`src/rtl/sev_scan_driver_pkg.sv`:
```
// ============================================================================
// Module      : sev_scan_driver_pkg
// Description : Shared 7-segment display types, constants and the hex-to-
//               segment lookup used by the scan driver and its decoder.
// Revision    : 1.0 - initial release
// ============================================================================
`default_nettype none

package sev_scan_driver_pkg;

    // Which of the four digit slots is currently being driven
    typedef enum logic [1:0] {
        DIG0 = 2'd0,
        DIG1 = 2'd1,
        DIG2 = 2'd2,
        DIG3 = 2'd3
    } digit_idx_t;

    // All segments off (active-low) and all anodes off (active-low)
    localparam logic [6:0] SEG_BLANK = 7'h7F;
    localparam logic [3:0] SCAN_OFF  = 4'b1111;

    // Hex nibble to active-low segments {g,f,e,d,c,b,a}
    function automatic logic [6:0] hex_to_seg(input logic [3:0] nib);
        logic [6:0] s;
        case (nib)
            4'h0:    s = 7'h40;
            4'h1:    s = 7'h79;
            4'h2:    s = 7'h24;
            4'h3:    s = 7'h30;
            4'h4:    s = 7'h19;
            4'h5:    s = 7'h12;
            4'h6:    s = 7'h02;
            4'h7:    s = 7'h78;
            4'h8:    s = 7'h00;
            4'h9:    s = 7'h10;
            4'hA:    s = 7'h08;
            4'hB:    s = 7'h03;
            4'hC:    s = 7'h46;
            4'hD:    s = 7'h21;
            4'hE:    s = 7'h06;
            default: s = 7'h0E;
        endcase
        return s;
    endfunction

endpackage

`default_nettype wire

```
`src/rtl/sev_decoder.sv`:
```
// ============================================================================
// Module      : sev_decoder
// Description : Combinational hex nibble to active-low 7-segment pattern.
// Revision    : 1.0 - initial release
// ============================================================================
`default_nettype none

module sev_decoder
    import sev_scan_driver_pkg::*;
(
    input  logic [3:0] nib_i,
    output logic [6:0] seg_o
);

    // Pure table lookup; the caller registers the result
    always_comb begin
        seg_o = hex_to_seg(nib_i);
    end

endmodule

`default_nettype wire

```
`src/rtl/sev_scan_driver.sv`:
```
// ============================================================================
// Module      : sev_scan_driver
// Description : Four-digit multiplexed 7-segment driver with double-buffered
//               value (commit only at frame boundaries) and optional
//               leading-zero blanking.
// Revision    : 1.0 - initial release
// ============================================================================
`default_nettype none

module sev_scan_driver
    import sev_scan_driver_pkg::*;
#(
    parameter int SCAN_DIV = 100000
) (
    input  logic        clk,
    input  logic        clr,
    input  logic [15:0] value,
    input  logic        load,
    input  logic        lzb,
    output logic [6:0]  seg,
    output logic [3:0]  scan,
    output logic        frame_done
);

    localparam int                CNT_W   = (SCAN_DIV > 1) ? $clog2(SCAN_DIV) : 1;
    localparam logic [CNT_W-1:0]  CNT_MAX = CNT_W'(SCAN_DIV - 1);

    logic [CNT_W-1:0] presc_q,     presc_d;
    digit_idx_t       idx_q,       idx_d;
    logic [15:0]      pending_q,   pending_d;
    logic             pend_flag_q, pend_flag_d;
    logic [15:0]      shadow_q,    shadow_d;
    logic [6:0]       seg_q,       seg_d;
    logic [3:0]       scan_q,      scan_d;
    logic             fdone_q,     fdone_d;

    logic             tick;
    logic             frame_end;
    logic             commit;
    logic [3:0]       cur_nib;
    logic [6:0]       dec_seg;
    logic             blank;

    sev_decoder u_dec (
        .nib_i (cur_nib),
        .seg_o (dec_seg)
    );

    // Prescaler, digit stepping and the pending/shadow double buffer
    always_comb begin
        tick      = (presc_q == CNT_MAX);
        frame_end = tick && (idx_q == DIG3);
        commit    = frame_end && pend_flag_q;

        presc_d = tick ? '0 : presc_q + 1'b1;
        idx_d   = tick ? digit_idx_t'(idx_q + 2'd1) : idx_q;

        // A load coinciding with a commit lands in pending after the old
        // pending value has been handed to the shadow register
        pending_d   = load ? value : pending_q;
        pend_flag_d = pend_flag_q;
        if (load) begin
            pend_flag_d = 1'b1;
        end else if (commit) begin
            pend_flag_d = 1'b0;
        end
        shadow_d = commit ? pending_q : shadow_q;
        fdone_d  = frame_end;
    end

    // Digit selection and leading-zero blanking for the current slot
    always_comb begin
        cur_nib = shadow_q[3:0];
        blank   = 1'b0;
        case (idx_q)
            DIG1: begin
                cur_nib = shadow_q[7:4];
                blank   = (shadow_q[15:4] == 12'h000);
            end
            DIG2: begin
                cur_nib = shadow_q[11:8];
                blank   = (shadow_q[15:8] == 8'h00);
            end
            DIG3: begin
                cur_nib = shadow_q[15:12];
                blank   = (shadow_q[15:12] == 4'h0);
            end
            default: begin
                cur_nib = shadow_q[3:0];
                blank   = 1'b0;
            end
        endcase
        blank  = blank && lzb;
        scan_d = blank ? SCAN_OFF  : ~(4'b0001 << idx_q);
        seg_d  = blank ? SEG_BLANK : dec_seg;
    end

    // State and output registers; clr wins over every other input
    always_ff @(posedge clk) begin
        if (clr) begin
            presc_q     <= '0;
            idx_q       <= DIG0;
            pending_q   <= 16'h0000;
            pend_flag_q <= 1'b0;
            shadow_q    <= 16'h0000;
            seg_q       <= SEG_BLANK;
            scan_q      <= SCAN_OFF;
            fdone_q     <= 1'b0;
        end else begin
            presc_q     <= presc_d;
            idx_q       <= idx_d;
            pending_q   <= pending_d;
            pend_flag_q <= pend_flag_d;
            shadow_q    <= shadow_d;
            seg_q       <= seg_d;
            scan_q      <= scan_d;
            fdone_q     <= fdone_d;
        end
    end

    assign seg        = seg_q;
    assign scan       = scan_q;
    assign frame_done = fdone_q;

endmodule

`default_nettype wire

```
`config.mk`:
```
export PLATFORM = sky130hd
export DESIGN_NAME = sev_scan_driver
export DESIGN_NICKNAME = d
export VERILOG_FILES = /design/src/rtl/sev_scan_driver_pkg.sv /design/src/rtl/sev_decoder.sv /design/src/rtl/sev_scan_driver.sv
export SDC_FILE = /design/constraint.sdc
export NUM_CORES = 1
export LEC_CHECK = 0
export CAP_MARGIN = 20
export CORE_AREA = 5 5 117 119
export DETAILED_ROUTE_END_ITERATION = 6
export DIE_AREA = 0 0 122 124
export PLACE_DENSITY = 0.4
export SYNTH_ARGS = -nofsm -noshare
export SYNTH_HDL_FRONTEND = slang
export SYNTH_SLANG_ARGS = --single-unit
export TNS_END_PERCENT = 10
```
`constraint.sdc`:
```
create_clock -name clk -period 3.6 [get_ports clk]
set_input_delay 0.72 -clock clk [delete_from_list [all_inputs] [get_ports clk]]
set_output_delay 0.72 -clock clk [all_outputs]
set_load 0.005 [all_outputs]
```
==> flow_metrics.env, run 1 <==
export IMPL_power_frac_seq_pct=42.8
export IMPL_cpPeakStageDelay_ns=0.48
export IMPL_crit_path_cell_trace="ha_1 -> a222oi_1 -> mux2i_1 -> inv_1 -> ha_1 -> o311ai_0"
export IMPL_synth_cell_types=48
export IMPL_total_power_uw=1720
export IMPL_nNetsFinal=349
export IMPL_tightest_slew_ns=1.01
export IMPL_grt_max_degree=23
export IMPL_reg2reg_slack_ns=1.26
export IMPL_crit_buf_inv=1
export IMPL_skew_ns=0.00501
export IMPL_grt_pass1_vias=1974
export IMPL_critPathRequiredTime_ns=3.81
export IMPL_yosys_warnings=0
export IMPL_status="completed"
export IMPL_root_buffer="clkbuf_16"
export IMPL_r2r_cells=6
export IMPL_slew_viol_final=0
export IMPL_setup_viol=0
export IMPL_p_switching_uw=341
export IMPL_p_clk_share_pct=52.9
export IMPL_portBuffers=31
export IMPL_grt_antenna_before_repair=0
export IMPL_grtUsageTotal_pct=8.44
export IMPL_coreArea_um2=12500
export IMPL_slew_headroom_pct=32.8
export IMPL_worst_path_most_repeated_cell="ha_1"
export IMPL_whs_ns=0.467
export IMPL_yosys_mux_area_fraction_pct=13.4
export IMPL_r2r_end="seg[2]"
export IMPL_num_vias=1981
export IMPL_cts_sinks=64
export IMPL_areaGrowthSynthToFinish_pct=27.6
export IMPL_cpLargestDelayFamily="adder cells"
export IMPL_synth_edf_count=0
export IMPL_max_freq_mhz=428
export IMPL_ir_worst_vdd_uv=191
export IMPL_first_pass_iters=5
export IMPL_startpoint_type="register"
export IMPL_n_antenna_cell=0
export IMPL_tns_ns=0
export IMPL_synth_compound_area_share_pct=5.66
export IMPL_hold_viol=0
export IMPL_vias_per_cell=4.01
export IMPL_post_cts_repair_setup_buffers=0
export IMPL_grt_overflow=0
export IMPL_r2r_start="idx_q[0]"
export IMPL_p_per_area_nw_per_um2=484
export IMPL_hpwlAfterDp_mm=4.10
export IMPL_cpMaxStageDelayCell="mux2i_1"
export IMPL_ys_ff_latch=64
export IMPL_initial_utilization_pct=22.4
export IMPL_grt_pass1_wl_mm=10.0
export IMPL_intPower_uw=1380
export IMPL_synthAdderAreaFrac_pct=5.39
export IMPL_post_drt_wl_per_cell_um=11.7
export IMPL_ys_flop_type="dfxtp_1"
export IMPL_rows=41
export IMPL_die_width_um=122
export IMPL_fp_dieArea_um2=15100
export IMPL_clockBufferDepth=2
export IMPL_crit_fanout=9
export IMPL_critPathKind="register to register"
export IMPL_drt_initial_drc_count=101
export IMPL_synthArstFlopShare_pct=0
export IMPL_startpoint="idx_q[0]"
export IMPL_die_y_um=124
export IMPL_ant_nets=0
export IMPL_cts_tree="done"
export IMPL_synth_top_family_by_area="simple AND/OR/NAND/NOR gates"
export IMPL_path_clk_slew_ns=0.05
export IMPL_wl_mm=5.76
export IMPL_power_leakage_uw=0.00134
export IMPL_yosysSeqAreaShare_pct=46.0
export IMPL_drive_above_1_share_pct=9.32
export IMPL_gp_routability_congestion=0.775
export IMPL_finalCritPeriodShare_pct=64.9
export IMPL_syn_area_per_cell_um2=9.74
export IMPL_cts_max_level=3
export IMPL_clk_latency_ns=0.32
export IMPL_pwr_share_comb_pct=4.3
export IMPL_synth_xor_area_share_pct=5.03
export IMPL_cts_resized_gates=0
export IMPL_hold_buffers=0
export IMPL_rsz0062_at_grt="false"
export IMPL_crit_path_end="seg[2]"
export IMPL_maxCapViolCount=0
export IMPL_synthSimpleGateAreaFrac_pct=19.4
export IMPL_final_cell_area_um2=3560
export IMPL_end_kind="register"
export IMPL_switching_share_pct=19.8
export IMPL_cts_buffers=9
export IMPL_placed_cell_area_um2=3240
export IMPL_synthesis_area_um2=2790
export IMPL_min_period_ns=2.34
export IMPL_cp_depth=6
export IMPL_synth_cells=286
export IMPL_hold_class="register to register"
export IMPL_syn_nets=318
export IMPL_drc=0
export IMPL_crit_arrival_ns=2.54
export IMPL_ios=32
[sequential cells by signal (all words and copies together), names as in the netlist]
name,cells
pending_q,16
scan,4
frame_done,1
idx_q,2
pend_flag_q,1
shadow_q,16
seg,7
presc_q,17
[worst min-delay path by stage]
stage | start | end | cells after the start
2_1_floorplan | presc_q[0] | presc_q[0] | 1
3_3_place_gp | presc_q[0] | presc_q[0] | 1
3_5_place_dp | presc_q[0] | presc_q[0] | 1
4_1_cts | presc_q[0] | presc_q[0] | 1
5_1_grt | presc_q[0] | presc_q[0] | 1
6_report | presc_q[0] | presc_q[0] | 1
[cell families (layout without fill, tap and decap cells)]
kind of cell,Yosys count,in the layout
compound gates,23,23
flops,64,64
simple gates,108,108
mux,37,37
fa+ha+maj,12,12
buf+inv,26,62
xor+xnor,16,16
[cell usage after synthesis, types with 2 or more instances]
master	number	area (um2)
dfxtp_1	64	1280
nor2_1	60	225
mux2i_1	34	340
nand2_1	13	48.8
ha_1	12	150
inv_1	12	45.0
xor2_1	9	78.8
nand3_1	8	40.0
xnor2_1	7	61.3
clkbuf_1	6	22.5
nand4_1	6	37.5
a21oi_1	5	25.0
o21ai_0	5	25.0
a222oi_1	4	40.0
and2_1	3	18.8
buf_4	3	22.5
mux2_2	3	33.8
nor3_1	2	10.0
[cell type report]
type	instances	area [um2]
well taps	172	215
fillers	1329	8910
repair buffers	34	333
flip-flops and latches	64	1280
inverters	12	45.0
clock inverters	2	35.0
clock buffers	14	284
multi-input cells	196	1360
[worst register-to-register path, delay by kind of cell (launching register included)]
family | cells | cell delay (ns)
muxes | 1 | 0.48
buffers and inverters | 1 | 0.17
DFF | 1 | 0.40
adders and majority gates | 2 | 0.69
AOI/OAI and AO/OA | 2 | 0.48
[placed cells by master, fill, tap and decap left out, types with 2 or more instances in the layout]
cell and n:
nand4_1 6, inv_1 12, o21ai_0 5, nand2_1 13, dfxtp_1 64, a222oi_1 4, xor2_1 9, xnor2_1 7
nor2_1 60, nor3_1 2, mux2i_1 34, nand3_1 8, mux2_2 3, clkbuf_16 9, ha_1 12, clkbuf_8 4
and2_1 3, buf_4 3, clkdlybuf4s50_1 31, a21oi_1 5
[layer usage]
metal | GRT usage, % | part of all wire (%)
met5 | 0 | 0
met4 | 4.83 | 2.3
met3 | 2.68 | 4.8
met2 | 12.3 | 43
met1 | 10.9 | 50
[power groups by stage]
stage / clock network [uW] / logic, uW / registers [uW]
4_1_cts: 937 / 75.8 / 738
5_1_grt: 970 / 82.9 / 740
3_5_place_dp: 0 / 75.5 / 753
2_1_floorplan: 0 / 38.0 / 750
6_report: 911 / 73.6 / 738
3_3_place_gp: 0 / 74.9 / 753
[through the flow]
step | cells | util [%] | setup slack [ns]
global route | 494 | 28.5 | 0.971
finish | 494 | 28.5 | 1.26
detailed placement | 478 | 26.0 | 1.01
global placement | 478 | 26.0 | 1.07
floorplan | 286 | - | 1.53
CTS | 494 | 28.5 | 1.21
Power figures use the tool's default switching activity.
==> run 2: changes to the inputs <==
- PLACE_DENSITY: 0.4 -> 0.41
- clock period: 3.6 -> 2 ns (I/O delays scaled with it)
==> run 2 against run 1 <==
Effect of this change: combinational power rose by 83%; global-route usage up 0.071 points; sequential share of layout area down 1.9 points; clock skew is 0.0034 ns higher; die area stayed put; critical path depth up 2; utilization up 1.8 points; flip-flop and latch count is the same; fmax is 19% higher; register-to-register slack got worse by 1.2 ns; via count rose by 4.8%; worst hold slack worse by 0.0071 ns; critical endpoint is now seg[6]; largest cell class unchanged.
==> flow_metrics.env, run 2 (same netlist as run 1, synthesis figures left out) <==
export IMPL_status="completed"
export IMPL_min_period_ns=1.97
export IMPL_rows=41
export IMPL_coreArea_um2=12500
export IMPL_p_per_area_nw_per_um2=831
export IMPL_maxCapViolCount=0
export IMPL_ant_nets=0
export IMPL_grt_overflow=0
export IMPL_p_switching_uw=605
export IMPL_hold_class="register to register"
export IMPL_power_frac_seq_pct=42.2
export IMPL_setup_viol=0
export IMPL_drc=0
export IMPL_layoutNonFillerInstCount=512
export IMPL_cts_sinks=64
export IMPL_post_drt_wl_per_cell_um=11.4
export IMPL_wl_mm=5.85
export IMPL_fp_dieArea_um2=15100
export IMPL_placed_cells=497
export IMPL_tightest_slew_ns=0.506
export IMPL_ios=32
export IMPL_root_buffer="clkbuf_16"
export IMPL_cts_tree="done"
export IMPL_largest_reg_flops=17
export IMPL_n_antenna_cell=0
export IMPL_finalCritPeriodShare_pct=98.4
export IMPL_hold_buffers=0
export IMPL_critPathRequiredTime_ns=2.20
export IMPL_hold_viol=0
export IMPL_first_pass_iters=4
export IMPL_intPower_uw=2540
export IMPL_nFillCells=1331
export IMPL_critPathKind="register to register"
export IMPL_end_kind="register"
export IMPL_grt_antenna_before_repair=0
export IMPL_die_width_um=122
export IMPL_clockBufferDepth=2
export IMPL_p_clk_share_pct=53.5
export IMPL_grtUsageTotal_pct=8.51
export IMPL_grt_pass1_vias=2014
export IMPL_rsz0062_at_grt="true"
export IMPL_ir_worst_vdd_uv=358
export IMPL_max_freq_mhz=508
export IMPL_portBuffers=31
export IMPL_areaGrowthSynthToFinish_pct=35.6
export IMPL_cts_max_level=3
export IMPL_startpoint_type="register"
export IMPL_clk_latency_ns=0.33
export IMPL_num_vias=2076
export IMPL_power_leakage_uw=0.00145
export IMPL_crit_arrival_ns=2.17
export IMPL_switching_share_pct=19.3
export IMPL_drt_initial_drc_count=112
export IMPL_die_y_um=124
export IMPL_mostFrequentLayoutCells="62 x dfxtp_1, 59 x nor2_1, 33 x mux2i_1"
export IMPL_max_flop_register="presc_q"
export IMPL_pwr_share_comb_pct=4.3
export IMPL_slew_headroom_pct=66.0
export IMPL_vias_per_cell=4.05
export IMPL_grt_pass1_wl_mm=10.0
export IMPL_slew_viol_final=0
export IMPL_gp_routability_congestion=0.790
export IMPL_cts_buffers=9
export IMPL_top_regs="presc_q (17), pending_q (16), shadow_q (16)"
export IMPL_drive_above_1_share_pct=17.9
export IMPL_crit_fanout=4
export IMPL_skew_ns=0.00843
export IMPL_initial_utilization_pct=22.4
export IMPL_hpwlAfterDp_mm=4.27
export IMPL_grt_max_degree=19
export IMPL_whs_ns=0.460
export IMPL_final_common_cell="dfxtp_1"
export IMPL_path_clk_slew_ns=0.06
export IMPL_nNetsFinal=368
run 2: cell count changes in the layout (fill, tap and decap cells not counted), moves of 2 or more:
cell,before,now
and2_4,0,2
ha_1,12,8
ha_2,0,2
clkbuf_8,4,2
inv_1,12,10
buf_4,3,21
dfxtp_1,64,62
ha_4,0,2
dfxtp_4,0,2
and2_1,3,1
run 2: through the flow:
step / setup WS (ns) / util, % / setup TNS, ns / power (uW) / area [um2]
global route: -0.110 / 30.3 / -0.369 / 3270 / 3780
finish: 0.0328 / 30.3 / 0 / 3140 / 3780
floorplan: 0.00986 / - / 0 / 1420 / 2800
detailed placement: -0.106 / 27.3 / -0.386 / 1490 / 3400
CTS: -0.000925 / 30.0 / -0.000925 / 3200 / 3740
global placement: 0.000283 / 27.3 / 0 / 1490 / 3400
run 2: worst paths after layout:
check             start    endpoint  slack, ns  cells past startpoint
max            idx_q[0]      seg[6]       0.03                      8
min          presc_q[0]  presc_q[0]       0.46                      1
max reg2reg    idx_q[0]      seg[6]       0.03                      8
min reg2reg  presc_q[0]  presc_q[0]       0.46                      1
run 2: what timing repair did:
item	CTS	global route
pin swaps	2	3
resized for setup	7	12
setup endpoints to repair	5	7
cloned	0	0
buffers inserted	0	0
run 2: critical path, stage by stage (launching register included):
cell and delay, ns:
dfxtp_4 0.36, ha_1 0.25, a222oi_1 0.33, mux2_4 0.22, inv_1 0.07, ha_1 0.20
and2_4 0.15, o21ai_0 0.17, nand3_1 0.10
run 2: power groups by stage:
| stage | Clock, uW | Combinational [uW] | Sequential, uW |
|---|---|---|---|
| floorplan | 0 | 68.3 | 1350 |
| global placement | 0 | 137 | 1360 |
| detailed placement | 0 | 139 | 1360 |
| CTS | 1730 | 139 | 1330 |
| global route | 1790 | 151 | 1330 |
| finish | 1680 | 135 | 1330 |
run 2: cell type report:
cell class | count | area, um2 | share of cell area (%)
Multi-Input combinational cell | 196 | 1420 | 37.5
Sequential cell | 64 | 1290 | 34.1
Timing Repair Buffer | 53 | 488 | 12.9
Clock buffer | 12 | 256 | 6.79
Tap cell | 172 | 215 | 5.70
Clock inverter | 3 | 65.1 | 1.72
Inverter | 12 | 47.5 | 1.26
run 2: routing by layer:
metal	GRT usage (%)	part of all wire, %	up-vias
met5	0	0	-
met4	3.15	1.6	0
met3	3.63	4.4	8
met2	13.4	45	36
met1	10.4	49	957
li1	-	-	1075
==> run 3: changes to the inputs <==
- CORE_AREA: 5 5 117 119 -> 2 2 114 116
- DIE_AREA: 0 0 122 124 -> 0 0 116 118
- RECOVER_POWER: default -> 25
==> run 3 against run 2 <==
Effect of this change: die area shrank 9.5%; clock-buffer cell count grew 1; final cell count grew 1.2%; clock skew is essentially flat; sequential power is essentially flat; via count shrank 0.48%; clock power shrank 7%; register-to-register slack gained 0.05 ns; non-clock buffer count grew 5; first-iteration DRC count shrank 29%; critical path type unchanged; largest power group unchanged.
==> flow_metrics.env, run 3 (same netlist as run 1, synthesis figures left out) <==
export IMPL_clockBufferDepth=2
export IMPL_hold_class="register to register"
export IMPL_grt_pass1_vias=2059
export IMPL_gp_routability_congestion=0.765
export IMPL_die_y_um=118
export IMPL_cts_max_level=3
export IMPL_slew_headroom_pct=50.1
export IMPL_coreArea_um2=12400
export IMPL_top_regs="presc_q (17), pending_q (16), shadow_q (16)"
export IMPL_grt_pass1_wl_mm=10.1
export IMPL_ant_nets=0
export IMPL_portBuffers=31
export IMPL_maxCapViolCount=0
export IMPL_nFillCells=1317
export IMPL_max_freq_mhz=522
export IMPL_ir_worst_vdd_uv=288
export IMPL_crit_arrival_ns=2.17
export IMPL_power_leakage_uw=0.00146
export IMPL_num_vias=2066
export IMPL_cts_tree="done"
export IMPL_cts_buffers=9
export IMPL_startpoint_type="register"
export IMPL_max_flop_register="presc_q"
export IMPL_largest_reg_flops=17
export IMPL_p_per_area_nw_per_um2=788
export IMPL_root_buffer="clkbuf_16"
export IMPL_drt_initial_drc_count=80
export IMPL_fp_dieArea_um2=13700
export IMPL_tightest_slew_ns=0.748
export IMPL_setup_viol=0
export IMPL_drc=0
export IMPL_vias_per_cell=3.99
export IMPL_rows=41
export IMPL_hold_viol=0
export IMPL_critPathRequiredTime_ns=2.25
export IMPL_die_width_um=116
export IMPL_initial_utilization_pct=22.4
export IMPL_critPathKind="register to register"
export IMPL_post_drt_wl_per_cell_um=11.6
export IMPL_hpwlAfterDp_mm=4.33
export IMPL_multi_input_area_um2=1460
export IMPL_clk_latency_ns=0.33
export IMPL_status="completed"
export IMPL_slew_viol_final=0
export IMPL_areaGrowthSynthToFinish_pct=37.6
export IMPL_final_common_cell="dfxtp_1"
export IMPL_min_period_ns=1.92
export IMPL_first_pass_iters=5
export IMPL_grt_overflow=0
export IMPL_final_cell_area_um2=3830
export IMPL_mostFrequentLayoutCells="62 x dfxtp_1, 60 x nor2_1, 32 x mux2i_1"
export IMPL_grtUsageTotal_pct=9.52
export IMPL_rsz0062_at_grt="true"
export IMPL_end_kind="register"
export IMPL_wl_mm=5.99
export IMPL_drive_above_1_share_pct=19.9
export IMPL_layoutNonFillerInstCount=518
export IMPL_ios=32
export IMPL_path_clk_slew_ns=0.05
export IMPL_placed_cell_area_um2=3420
export IMPL_skew_ns=0.00817
export IMPL_nNetsFinal=373
export IMPL_regArea_um2=1290
export IMPL_n_antenna_cell=0
export IMPL_grt_antenna_before_repair=0
export IMPL_crit_fanout=5
export IMPL_grt_max_degree=18
export IMPL_finalCritPeriodShare_pct=95.8
export IMPL_cts_sinks=64
export IMPL_placed_cells=500
[run 3: cell count changes in the layout (fill, tap and decap cells not counted), sizes merged]
cell / delta
buf: +2
bufinv: -1
dlygate4sd3: +3
clkinv: +1
clkdlybuf4s50: -3
clkbuf: +4
[run 3: report_power, final]
part	total, uW	internal (uW)	switching, uW
logic	133	76.7	55.9
registers	1320	1310	17.5
clock network	1560	1030	535
total	3020	2410	608
[run 3: routing by layer]
layer	routed length, um	vias up	global-route usage, %
met5	0	-	0
met4	157	0	4.76
met3	242	12	3.35
met2	2710	36	14.7
met1	2880	934	11.6
li1	-	1084	-
[run 3: metrics by stage]
stage	hold slack, ns	utilization (%)	setup WS (ns)	TNS, ns	power [uW]
finish	0.472	30.9	0.0833	0	3020
floorplan	0.430	-	0.00986	0	1420
global placement	0.450	27.6	-0.00854	-0.00854	1490
global route	0.516	30.9	-0.0288	-0.0767	3140
detailed placement	0.459	27.6	-0.0596	-0.147	1490
CTS	0.471	30.0	0.000319	0	3080
[run 3: critical path, stage by stage (launching register included)]
cell and delay [ns]:
dfxtp_4 0.38, inv_4 0.05, ha_4 0.17, a222oi_1 0.46, mux2i_4 0.16, inv_2 0.15
ha_4 0.21, o21ai_2 0.10, a21oi_1 0.05, o21ai_1 0.13
[run 3: path summary, 6_finish.rpt]
| check | from | slack (ns) | end | cells after the start |
|---|---|---|---|---|
| worst max-delay path | idx_q[1] | 0.08 | seg[3] | 9 |
| worst min-delay path | presc_q[0] | 0.47 | presc_q[0] | 1 |
| worst max register to register | idx_q[1] | 0.08 | seg[3] | 9 |
| worst min register to register | presc_q[0] | 0.47 | presc_q[0] | 1 |
[run 3: what timing repair did]
| action | 4_1_cts | 5_1_grt |
|---|---|---|
| endpoints found under the setup margin | 5 | 7 |
| pin swaps | 2 | 9 |
| gates resized for setup | 3 | 26 |
| setup buffers | 0 | 2 |
| hold buffers | 0 | 0 |
[run 3: area by class of cell]
class	count	area share (%)
multi-input cells	196	38.2
flip-flops and latches	64	33.6
repair buffers	58	13.5
clock buffers	13	6.79
well taps	172	5.61
inverters	12	1.24
clock inverters	3	1.04
